### config.mk
export PLATFORM = sky130hd
export DESIGN_NAME = mem_port_arbiter
export DESIGN_NICKNAME = d
export VERILOG_FILES = /design/src/rtl/mem_port_arbiter.sv
export SDC_FILE = /design/constraint.sdc
export NUM_CORES = 1
export LEC_CHECK = 0
export ABC_CLOCK_PERIOD_IN_PS = 1700
export BUFFER_PORTS_ARGS = -buffer_cell sky130_fd_sc_hd__buf_2
export CAP_MARGIN = 0
export CORE_MARGIN = 2
export CORE_UTILIZATION = 35
export DETAILED_ROUTE_END_ITERATION = 16
export PLACE_DENSITY = 0.84
export SLEW_MARGIN = 20
export SYNTH_ARGS = -nofsm -noshare
export SYNTH_HDL_FRONTEND = slang
export SYNTH_SLANG_ARGS = --single-unit
### constraint.sdc
create_clock -name clk -period 1.7 [get_ports clk]
set_input_delay 0.085 -clock clk [delete_from_list [all_inputs] [get_ports clk]]
set_output_delay 0.085 -clock clk [all_outputs]
set_load 0.02 [all_outputs]
### src/rtl/mem_port_arbiter.sv
// Shares the single-port unified memory between the fetch (I) and load/store (D) ports.
// One access in flight at a time: IDLE -> ACC -> RESP, so at most one access per 3 cycles.
module mem_port_arbiter #(
    parameter int unsigned PRIORITY = 0
) (
    input  logic        clk,
    input  logic        rst,
    input  logic        i_req,
    input  logic [31:0] i_addr,
    output logic        i_ready,
    output logic [31:0] i_rdata,
    input  logic        d_req,
    input  logic        d_we,
    input  logic [31:0] d_addr,
    input  logic [31:0] d_wdata,
    output logic        d_ready,
    output logic [31:0] d_rdata,
    output logic        mem_we,
    output logic [31:0] mem_addr,
    output logic [31:0] mem_data_in,
    input  logic [31:0] mem_data_out,
    output logic        busy
);

    typedef enum logic [2:0] {
        StIdle,
        StIAcc,
        StIResp,
        StDAcc,
        StDResp
    } state_e;

    typedef enum logic {
        GrantI,
        GrantD
    } grant_e;

    state_e      state_q, state_d;
    grant_e      last_grant_q, last_grant_d;
    logic        mem_we_q, mem_we_d;
    logic [31:0] mem_addr_q, mem_addr_d;
    logic [31:0] mem_data_in_q, mem_data_in_d;
    logic        grant_i, grant_d;

    // Contention: fixed D priority, or round-robin away from the last winner.
    always_comb begin
        grant_i = 1'b0;
        grant_d = 1'b0;
        if (i_req && d_req) begin
            if ((PRIORITY != 0) || (last_grant_q == GrantI)) begin
                grant_d = 1'b1;
            end else begin
                grant_i = 1'b1;
            end
        end else begin
            grant_i = i_req;
            grant_d = d_req;
        end
    end

    always_comb begin
        state_d       = state_q;
        last_grant_d  = last_grant_q;
        mem_we_d      = mem_we_q;
        mem_addr_d    = mem_addr_q;
        mem_data_in_d = mem_data_in_q;

        unique case (state_q)
            StIdle: begin
                if (grant_d) begin
                    state_d       = StDAcc;
                    last_grant_d  = GrantD;
                    mem_we_d      = d_we;
                    mem_addr_d    = d_addr;
                    mem_data_in_d = d_wdata;
                end else if (grant_i) begin
                    state_d      = StIAcc;
                    last_grant_d = GrantI;
                    mem_we_d     = 1'b0;
                    mem_addr_d   = i_addr;
                end
            end
            StIAcc: begin
                // Memory samples at the end of this cycle; write enable must not linger.
                state_d  = StIResp;
                mem_we_d = 1'b0;
            end
            StDAcc: begin
                state_d  = StDResp;
                mem_we_d = 1'b0;
            end
            StIResp: state_d = StIdle;
            StDResp: state_d = StIdle;
            default: begin
                state_d  = StIdle;
                mem_we_d = 1'b0;
            end
        endcase
    end

    always_ff @(posedge clk) begin
        if (rst) begin
            state_q       <= StIdle;
            last_grant_q  <= GrantD;
            mem_we_q      <= 1'b0;
            mem_addr_q    <= 32'h0;
            mem_data_in_q <= 32'h0;
        end else begin
            state_q       <= state_d;
            last_grant_q  <= last_grant_d;
            mem_we_q      <= mem_we_d;
            mem_addr_q    <= mem_addr_d;
            mem_data_in_q <= mem_data_in_d;
        end
    end

    // Read data is a straight pass of the memory's registered output.
    assign i_rdata     = mem_data_out;
    assign d_rdata     = mem_data_out;
    assign i_ready     = (state_q == StIResp);
    assign d_ready     = (state_q == StDResp);
    assign busy        = (state_q != StIdle);
    assign mem_we      = mem_we_q;
    assign mem_addr    = mem_addr_q;
    assign mem_data_in = mem_data_in_q;

    a_we_one_cycle: assert property (@(posedge clk) disable iff (rst) mem_we |=> !mem_we);
    a_ready_excl:   assert property (@(posedge clk) !(i_ready && d_ready));
    a_we_only_d:    assert property (@(posedge clk) mem_we |-> (state_q == StDAcc));

endmodule

Yosys cells after proc, flatten, opt, wreduce, memory -nomap -nowiden
Index checks and enable logic that the tools add are counted.
{"block": "totals", "ff_bits": 69, "input_bits": 133, "out_inout_bits": 132, "elab_cells": 32}
{"block": "classes", "n_eq_ne": 5, "mux": 13, "bitwise_logic": 1, "reduce_logical": 8}
{"operator": "32-bit two-way mux", "n": 2}
{"operator": "3-bit one-hot mux with 3 select lines", "n": 1}
{"operator": "1-bit two-way mux", "n": 7}
{"operator": "3-bit by 2-bit == test with 1-bit output (second input constant)", "n": 2}
{"operator": "3-bit two-way mux", "n": 2}
{"operator": "2-bit AND reduction", "n": 3}
{"operator": "3-bit by 1-bit == test with 1-bit output (second input constant)", "n": 1}
{"operator": "3-bit == test (second input constant)", "n": 1}
{"operator": "3-bit zero test", "n": 1}
{"operator": "3-bit != test (second input constant)", "n": 1}
{"operator": "3-bit nonzero test", "n": 1}
{"operator": "1-bit one-hot mux with 2 select lines", "n": 1}
{"operator": "2-bit nonzero test", "n": 1}
{"operator": "2-bit OR reduction", "n": 1}
{"operator": "1-bit logical AND", "n": 1}
{"operator": "1-bit inverter", "n": 1}

Depth between registers and ports, before layout
{"block": "logic_depth", "word_depth": 5, "depth_mapped": 6, "mapped_depth_nobuf": 4}

Worst setup path after synthesis
No wires, ideal clock.
{"block": "synth_timing", "kind": "register to register", "start": "register state_q[2]", "end": "register mem_addr_q[10], in the netlist mem_addr[10]", "setup_time_ns": 0.103, "arrival_time_ns": 1.566, "t_required_ns": 1.597, "setup_slack_ns": 0.031, "path_stages_with_launch": 7, "n_path_buf": 2, "synth_period_minus_slack_ns": 1.669, "path_cell_list": "dfxtp_1 > nor3_4 > inv_2 > or3_1 > clkbuf_2 > buf_6 > a222oi_1"}
{"block": "synth_between", "elab_chain_len": 2}
{"item": "start, declared", "line_no": "38", "source": "state_e state_q, state_d;"}
{"item": "start signal, assigned", "line_no": "103", "source": "state_q <= StIdle;"}
{"item": "start signal, assigned", "line_no": "109", "source": "state_q <= state_d;"}
{"item": "3-bit zero test", "line_no": "68", "source": "unique case (state_q)"}
{"item": "2-bit AND reduction (no line)"}
{"item": "end signal, assigned", "line_no": "112", "source": "mem_addr_q <= mem_addr_d;"}
{"item": "end, declared", "line_no": "41", "source": "logic [31:0] mem_addr_q, mem_addr_d;"}
No other way between the ends.
A chain may end at the register's enable or synchronous reset.

Final worst setup path
{"block": "layout_timing", "start": "register state_q[1]", "end": "register mem_addr_q[15], in the netlist mem_addr[15]"}
The elaborated chain is that of the path after synthesis.

==> run metrics <==
status finished, final reports clean; Final Non-Filler Cells 728; gr usage total 18.8%; Arr. time, crit path 1.85 ns; area share of the largest cell type after synthesis 38.1%; worst reg2reg path startpoint state_q[1]; vias per cell 4.69; peak supply drop 0.345 mV; Slew Viols, Final 0; Worst-Skew Late Latency 0.34 ns; final worst-path cycle share 95.6%; sw frac 31.7%; P per Cell Area 873 nW/µm²; list of most frequent post-synthesis cells nand2b_1 (97), dfxtp_1 (69), inv_1 (66); synth top area cells dfxtp_1 (38%), nand2b_1 (17%), buf_4 (13%), mux2i_1 (8.8%), a222oi_1 (8.6%); # DRC 0; Iteration-0 DRC Markers 313; minimum clock period 1.63 ns; Die Area 11200 µm²; Root Buffer clkbuf_8; H-tree Lvls 3; hold_sp d_addr[20]; port bufs 168; max_slew headroom 70.1%; CP peak stage delay 0.38 ns; Total Routed Length 10.9 mm; syn_area_per_cell 8.88 µm²; Synth Flop Type dfxtp_1; die height 106 µm; clk sinks 69; Clk network pwr share 29.4%; Setup Viol. Count Final 0; R2R depth 5; worst r2r dst mem_addr[15]; class of the worst hold path primary input to flip-flop; Worst Skew 0.0121 ns; via count 3412; Post-synth ARST share 0%; Yosys warnings 0; ant diodes 0; placed cell count 630; Post-DP Area 4110 µm²; hpwl dp 6.51 mm; # fillers 890; Worst-path clk slew 0.08 ns; Comb power frac 27.9%; Longest Clk Path Bufs 2; count of cell types in the netlist 27; CP endpoint kind flip-flop; FP Rows 37; detailed-router iteration count before antenna repair 8; DRT antenna net count 0; CP Launch Type flip-flop; # IOs 265; Wirelength per Cell 14.9 µm; post-route cell area 5160 µm²; Max Freq 615 MHz; antenna violations before repair 0; setup TNS 0 ns; crit-path max FO 32; share of layout cells above drive strength 1 33.8%; EDFF count, synth 0; # Post-CTS Setup Buffers 0; Sequential Power Share 42.6%; CTS tree built; core area 10200 µm²; critical path cell sequence nor3_4 -> inv_2 -> or3_4 -> buf_12 -> a222oi_1; Yosys top cell by area dfxtp_1; Starting Density 35.6%; GRT overflow 0; Int Power 3.08 mW; sw power 1.43 mW; Post-Synthesis Cells 408; most common cell in the netlist nand2b_1; vias in the first global route 3531; R2R Setup Slk 0.07 ns; first-pass GRT wire length 16.7 mm; RSZ-0062 raised after global routing true; Die Width 106 µm; Mapped Nets 541; largest net degree at the start of global routing 69; Hold Path Sink mem_addr[20]; hold depth 3; cts bufs inserted 9; Final #Nets 721; Req. time, crit path 1.93 ns; slowest stage cell, crit path or3_4; Leak 2.56 nW; WS Path Type flip-flop to flip-flop; total of max-cap violations 0; Post-Syn Area 3620 µm²; Seq cells post-synth 69; register area share after synthesis 38.1%; Worst-Margin Slew 0.449 ns; Layout area overhead 42.6%; Placer Congestion 0.821; Hold Fails Final Rpt 0
==> worst max-delay path, delay by kind of cell, from the launching register on <==
kind | cells | cell delay (ns)
AO/OA/AOI/OAI | 1 | 0.33
buffers and inverters | 2 | 0.24
AND/OR/NAND/NOR | 2 | 0.58
flip-flops | 1 | 0.34
==> worst max-delay path by stage <==
stage,startpoint,endpoint,slack [ns],cells after the start
global route,state_q[1],mem_addr[15],-0.008,5
global placement,state_q[2],mem_addr[16],0.08,4
CTS,state_q[2],mem_addr[20],0.01,5
detailed placement,state_q[2],mem_addr[20],0.007,4
finish,state_q[1],mem_addr[15],0.07,5
floorplan,state_q[2],mem_addr[10],0.03,6
==> kinds of logic (layout without fill, tap and decap cells) <==
group | after synthesis | count (layout) | share of synthesized area, %
muxes | 32 | 32 | 8.84
buffers and inverters | 157 | 341 | 23.7
AOI/OAI and AO/OA | 37 | 37 | 9.84
DFF | 69 | 69 | 38.1
and+or+nand+nor | 113 | 113 | 19.5
==> stage by stage <==
stage / utilization, % / total power [mW] / setup slack [ns] / hold WS, ns
finish: 50.7 / 4.51 / 0.0743 / 0.00488
global route: 50.7 / 4.75 / -0.00802 / 0.00165
CTS: 50.3 / 4.52 / 0.0118 / 0.00122
detailed placement: 40.4 / 3.03 / 0.00665 / 0.170
global placement: 40.4 / 2.99 / 0.0846 / 0.170
floorplan: - / 2.84 / 0.0312 / 0.227
==> power by group through the flow <==
stage | combinational, mW | clock [mW] | sequential (mW)
2_1_floorplan | 0.661 | 0 | 2.17
3_3_place_gp | 1.05 | 0 | 1.94
3_5_place_dp | 1.08 | 0 | 1.95
4_1_cts | 1.22 | 1.38 | 1.92
5_1_grt | 1.35 | 1.46 | 1.94
6_report | 1.26 | 1.33 | 1.92
==> placed cells by master, fill, tap and decap left out, types with 2 or more instances in the layout <==
cell / synthesis / final
clkinv_2: 0 / 2
nand2_1: 4 / 4
a21oi_1: 2 / 2
buf_2: 4 / 168
dlygate4sd3_1: 0 / 82
a222oi_1: 31 / 31
clkbuf_8: 0 / 9
nor2_1: 2 / 2
dfxtp_1: 69 / 68
inv_1: 66 / 66
clkinv_4: 0 / 2
nand2b_1: 97 / 97
mux2i_1: 32 / 32
nor3b_1: 2 / 2
buf_4: 64 / 6
==> sequential cells by signal, indices dropped and copies added (netlist names) <==
register      flops
mem_addr         32
state_q           3
last_grant_q      1
mem_data_in      32
mem_we            1
==> what timing repair did <==
action                     CTS  global route
gates resized for setup      1             3
cloned                       0             1
hold endpoints to repair    61             0
hold buffers                82             0
pin swaps                    0             2
setup endpoints to repair    1             5
==> routing by layer <==
layer | global-route usage, % | wire length (µm) | vias up
met5 | 0 | 0 | -
met4 | 9.02 | 327 | 0
met3 | 6.74 | 1120 | 31
met2 | 33.9 | 5450 | 240
met1 | 19.3 | 3990 | 1527
li1 | - | - | 1614
==> cell type report <==
class / count / area, µm² / share of cell area [%]
repair buffers: 259 / 1780 / 34.5
multi-input cells: 182 / 1390 / 26.9
flip-flops and latches: 69 / 1380 / 26.8
inverters: 67 / 251 / 4.87
well taps: 136 / 170 / 3.30
clock buffers: 9 / 124 / 2.40
clock inverters: 6 / 65.1 / 1.26
Power figures use the tool's default switching activity.
